[src/rtl/piso_tx.sv]
// piso_tx: parallel-in / serial-out transmitter with a one-entry hold buffer.
// Words arrive over a valid/ready handshake and leave on p one bit per clock,
// with queued words following each other back to back (no idle gap).
module piso_tx #(
  parameter int WIDTH      = 4,
  parameter bit MSB_FIRST  = 1'b1,
  parameter bit IDLE_LEVEL = 1'b0
) (
  input  logic             clk,
  input  logic             rst,
  input  logic             in_valid,
  input  logic [WIDTH-1:0] d,
  output logic             in_ready,
  output logic             p,
  output logic             frame,
  output logic             busy,
  output logic             done
);

  localparam int            CW   = (WIDTH > 2) ? $clog2(WIDTH) : 1;
  localparam logic [CW-1:0] LAST = CW'(WIDTH - 1);

  typedef enum logic {
    IDLE  = 1'b0,
    SHIFT = 1'b1
  } state_t;

  state_t           state_q, state_d;
  logic [WIDTH-1:0] shreg_q, shreg_d;
  logic [WIDTH-1:0] hold_q, hold_d;
  logic             hold_full_q, hold_full_d;
  logic [CW-1:0]    cnt_q, cnt_d;
  logic             p_q, p_d;
  logic             frame_q, frame_d;
  logic             busy_q, busy_d;
  logic             done_q, done_d;

  logic             accept_s;
  logic             end_s;
  logic             load_hold_s;
  logic             load_in_s;
  logic             to_hold_s;
  logic [WIDTH-1:0] load_word_s;

  // Handshake, load decisions and next-state for shifter, counter and hold buffer.
  always_comb begin
    accept_s    = in_valid && !hold_full_q;
    end_s       = (state_q == SHIFT) && (cnt_q == LAST);
    // A full hold at end of word always wins; in_ready is low then anyway.
    load_hold_s = end_s && hold_full_q;
    load_in_s   = accept_s && ((state_q == IDLE) || end_s);
    to_hold_s   = accept_s && (state_q == SHIFT) && !end_s;
    load_word_s = load_hold_s ? hold_q : d;

    state_d     = state_q;
    shreg_d     = shreg_q;
    cnt_d       = cnt_q;
    p_d         = p_q;
    frame_d     = 1'b0;
    busy_d      = busy_q;
    hold_d      = hold_q;
    hold_full_d = hold_full_q;

    if (load_hold_s || load_in_s) begin
      // Start a new word: its first bit appears on p right after this edge.
      state_d = SHIFT;
      shreg_d = load_word_s;
      cnt_d   = {CW{1'b0}};
      p_d     = MSB_FIRST ? load_word_s[WIDTH-1] : load_word_s[0];
      frame_d = 1'b1;
      busy_d  = 1'b1;
    end else if ((state_q == SHIFT) && !end_s) begin
      // Mid-word: move to the next bit of the current word.
      shreg_d = MSB_FIRST ? {shreg_q[WIDTH-2:0], 1'b0} : {1'b0, shreg_q[WIDTH-1:1]};
      cnt_d   = cnt_q + CW'(1);
      p_d     = MSB_FIRST ? shreg_q[WIDTH-2] : shreg_q[1];
      busy_d  = 1'b1;
    end else begin
      // Nothing to send: line rests at the idle level.
      state_d = IDLE;
      cnt_d   = {CW{1'b0}};
      p_d     = IDLE_LEVEL;
      busy_d  = 1'b0;
    end

    if (load_hold_s) begin
      hold_full_d = 1'b0;
    end else if (to_hold_s) begin
      hold_d      = d;
      hold_full_d = 1'b1;
    end else begin
      hold_full_d = hold_full_q;
    end

    done_d = busy_d && (cnt_d == LAST);
  end

  // State, data and output registers; reset aborts any word and empties hold.
  always_ff @(posedge clk or posedge rst) begin
    if (rst) begin
      state_q     <= IDLE;
      shreg_q     <= {WIDTH{1'b0}};
      hold_q      <= {WIDTH{1'b0}};
      hold_full_q <= 1'b0;
      cnt_q       <= {CW{1'b0}};
      p_q         <= IDLE_LEVEL;
      frame_q     <= 1'b0;
      busy_q      <= 1'b0;
      done_q      <= 1'b0;
    end else begin
      state_q     <= state_d;
      shreg_q     <= shreg_d;
      hold_q      <= hold_d;
      hold_full_q <= hold_full_d;
      cnt_q       <= cnt_d;
      p_q         <= p_d;
      frame_q     <= frame_d;
      busy_q      <= busy_d;
      done_q      <= done_d;
    end
  end

  assign in_ready = !hold_full_q;
  assign p        = p_q;
  assign frame    = frame_q;
  assign busy     = busy_q;
  assign done     = done_q;

endmodule

[config.mk]
export PLATFORM = sky130hd
export DESIGN_NAME = piso_tx
export DESIGN_NICKNAME = d
export VERILOG_FILES = /design/src/rtl/piso_tx.sv
export SDC_FILE = /design/constraint.sdc
export NUM_CORES = 1
export LEC_CHECK = 0
export ABC_AREA = 1
export CAP_MARGIN = 20
export CELL_PAD_IN_SITES_DETAIL_PLACEMENT = 1
export CELL_PAD_IN_SITES_GLOBAL_PLACEMENT = 2
export CORE_MARGIN = 1.5
export CORE_UTILIZATION = 25
export CTS_BUF_LIST = sky130_fd_sc_hd__clkbuf_8
export CTS_CLUSTER_DIAMETER = 30
export DETAILED_ROUTE_END_ITERATION = 16
export PLACE_DENSITY_LB_ADDON = 0.15
export SYNTH_ARGS = -nofsm -noshare
export SYNTH_HDL_FRONTEND = slang
export SYNTH_SLANG_ARGS = --single-unit
[constraint.sdc]
create_clock -name clk -period 2.33 [get_ports clk]
set_input_delay 0.466 -clock clk [delete_from_list [all_inputs] [get_ports clk]]
set_output_delay 0.466 -clock clk [all_outputs]
set_load 0.03 [all_outputs]
==> impl_metrics.toml <==
[worst_hold_path]
hold_path.class = "reg -> reg"
hp-start = "cnt_q[0]"

[sta]
worst_pin_slew_ps = 574.3
unrepaired_setup_endpoints_after_global_routing = "false"
setup_tns_ps = 0
slew-limit-headroom = 0.6167
final.hold.worst_slack_ps = 471.6
drv_slew = 0
worst_clock_skew_ps = 1.027
setup_violations = 0
timing.final.hold_violations = 0
fmax_ghz = 0.5179
finalWorstPathRequiredPeriod_ps = 1931
layout_worst_path_cycle_share = 0.8287

[synthesis]
syn-mean-instance-area_um2 = 9.314
netlist_top_cells_count = "nand2_1, dfrtp_1, inv_1, nor2_1"
sequential_to_total_area_share_from_yosys_stat = 0.5597
ys_types = 19
synth_most_common_cell = "nand2_1"
synthFlopType = "dfrtp_1"
synth_area_um2 = 670.6
synth.net_count = 80
yosys_warnings = 0
synth.area.top_cells = "dfrtp_1, nand2_1, inv_1"
synth_area_leader_cell = "dfrtp_1"
postSynth.asyncResetShare = 1.000
cell_count_after_synthesis = 72
synth-edff-count = 0
yosysTopAreaCellShare = 0.5597
postSynthRegisterBits = 15

[worst_setup_path]
cp_data_required_time_ps = 1860
worstSetupStartpoint = "hold_full_q"
path_max_fanout = 4
criticalPathCategory = "reg -> out"
worst_r2r_startpoint = "cnt_q[0]"
worst_ep_arrival_time_ps = 1460
cp_capture_type = "output pin"
start_kind = "flop"

[layout]
post-route-cell-area_um2 = 855.8
final_cell_count_without_fillers = 116
layout.nets = 95
count_of_antenna_diodes_in_the_layout = 0
syn_to_final_growth_pct = 27.61
post_route_cells_drive_above_1_share = 0.1512

[cts]
holdBufCountCts = 0
clock_latency_ps = 250
cts_tree = "built"
ctsLongestPathBuffers = 2
tritoncts_num_sinks = 15
htree_num_levels = 1
number_of_buffers_created_by_cts = 3
path_clk_slew_ps = 60
cts_root_buf = "clkbuf_8"
post_cts.repair.setup_buffers = 0
post_cts_resize_count = 0

[pwr]
relative_contribution_of_combinational_cells_to_total_power = 0.420
power.clock.fraction = 0.185
total_leakage_power_nw = 0.4215
vdd_ir_drop_max_uv = 474.4
power.internal_uw = 670.7
seq_power_share = 0.395
net-switching-power_uw = 438.4
power.density_cell_area_mw_per_mm2 = 1296
switching_share = 0.3953
fin_total_pwr_mw = 1.109

[global_routing]
grt_max_degree = 16
antenna_found_initial = 0
wire_length_of_the_first_global_routing_pass_um = 2325
first_global_vias = 517
grtUsageTotal = 0.1151
grt_remaining_overflow = 0

[placement]
placement.cell_area_um2 = 810.8
post-dp-hpwl_um = 972
placed_cells_incl_taps = 112
io_buffers = 11
place_congestion = 0.6834

[die]
boundaryPins = 12
die_h_um = 54.80
fp.dieArea_mm2 = 0.003002
core_area_mm2 = 0.002500
floorplan.rows = 18
die_x_um = 54.80
start_util = 0.2683

[route]
ant_nets = 0
drt_iter0_markers = 7
drt_pass1_iterations = 2
route.detailed.vias_per_inst = 4.371
route.final.wire_length_um = 1273
drc = 0
route.vias.total = 507
wire_per_inst_um = 10.97

[flow_run]
max-cap-violations = 0

[outcome]
outcome = "finished, final reports clean"
[flip-flops by register name, indices dropped and copies added, names as in the netlist]
signal and cells:
busy 1, cnt_q 2, done 1, frame 1, hold_full_q 1, hold_q 4
p 1, shreg_q 3, state_q 1
[power by group through the flow]
stage	clock network (mW)	logic, mW	registers [mW]
2_1_floorplan	0	0.292	0.481
3_3_place_gp	0	0.478	0.443
3_5_place_dp	0	0.478	0.444
4_1_cts	0.218	0.479	0.440
5_1_grt	0.232	0.526	0.456
6_report	0.205	0.466	0.438
[cell families after synthesis]
| logic type | count (synthesis) | synth area share |
|---|---|---|
| compound gates | 7 | 0.07649 |
| fa+ha+maj | 1 | 0.01865 |
| buf+inv | 12 | 0.07277 |
| flops | 15 | 0.5597 |
| simple gates | 37 | 0.2724 |
[metrics by stage]
| step | worst slack, ps | util |
|---|---|---|
| finish | 399.2 | 0.3423 |
| global route | 329.1 | 0.3423 |
| CTS | 380.6 | 0.3423 |
| detailed placement | 662.5 | 0.3243 |
| global placement | 662.4 | 0.3243 |
| floorplan | 1132 | - |
[cell type report]
cell class | count | area [um^2]
Clock buffer | 3 | 41.29
Clock inverter | 1 | 3.754
Fill cell | 294 | 1644
Inverter | 11 | 41.29
Multi-Input combinational cell | 45 | 246.5
Sequential cell | 15 | 375.4
Tap cell | 30 | 37.54
Timing Repair Buffer | 11 | 110.1
[worst max-delay path: stages, from the launching register on]
cell	delay [ps]
dfrtp_1	420
inv_1	120
clkdlybuf4s50_1	680
[cell usage in the layout, fill, tap and decap left out]
| master | netlist | routed |
|---|---|---|
| o22ai_2 | 1 | 1 |
| ha_1 | 1 | 1 |
| clkbuf_8 | 0 | 3 |
| inv_1 | 10 | 11 |
| nand2_2 | 4 | 4 |
| nand2_4 | 1 | 1 |
| o21ai_1 | 3 | 3 |
| o211ai_1 | 1 | 1 |
| nand3_2 | 2 | 2 |
| nand2_1 | 17 | 17 |
| nand4_1 | 2 | 2 |
| nor2_1 | 5 | 5 |
| nand3_1 | 4 | 4 |
| clkdlybuf4s50_1 | 0 | 11 |
| dfrtp_1 | 15 | 15 |
| or2_0 | 1 | 1 |
| a21oi_2 | 1 | 1 |
| a21boi_1 | 1 | 1 |
| nor3_1 | 1 | 1 |
| inv_2 | 1 | 1 |
[metal layers]
metal	part of all wire	GRT usage
met1	0.46	0.1340
met4	0.016	0.05000
met3	0.054	0.05738
met5	0	0
met2	0.47	0.1766
[worst paths after layout]
kind                       slack [ps]          to  cells after the start
max in group asynchronous        1380  shreg_q[2]                      2
setup / recovery                  400    in_ready                      2
hold / removal                    470    cnt_q[0]                      1
hold reg to reg                   470    cnt_q[0]                      1
setup reg to reg                  930  shreg_q[2]                      5
min in group asynchronous         580        busy                      2
No activity file was read; power rests on OpenSTA's default activity.
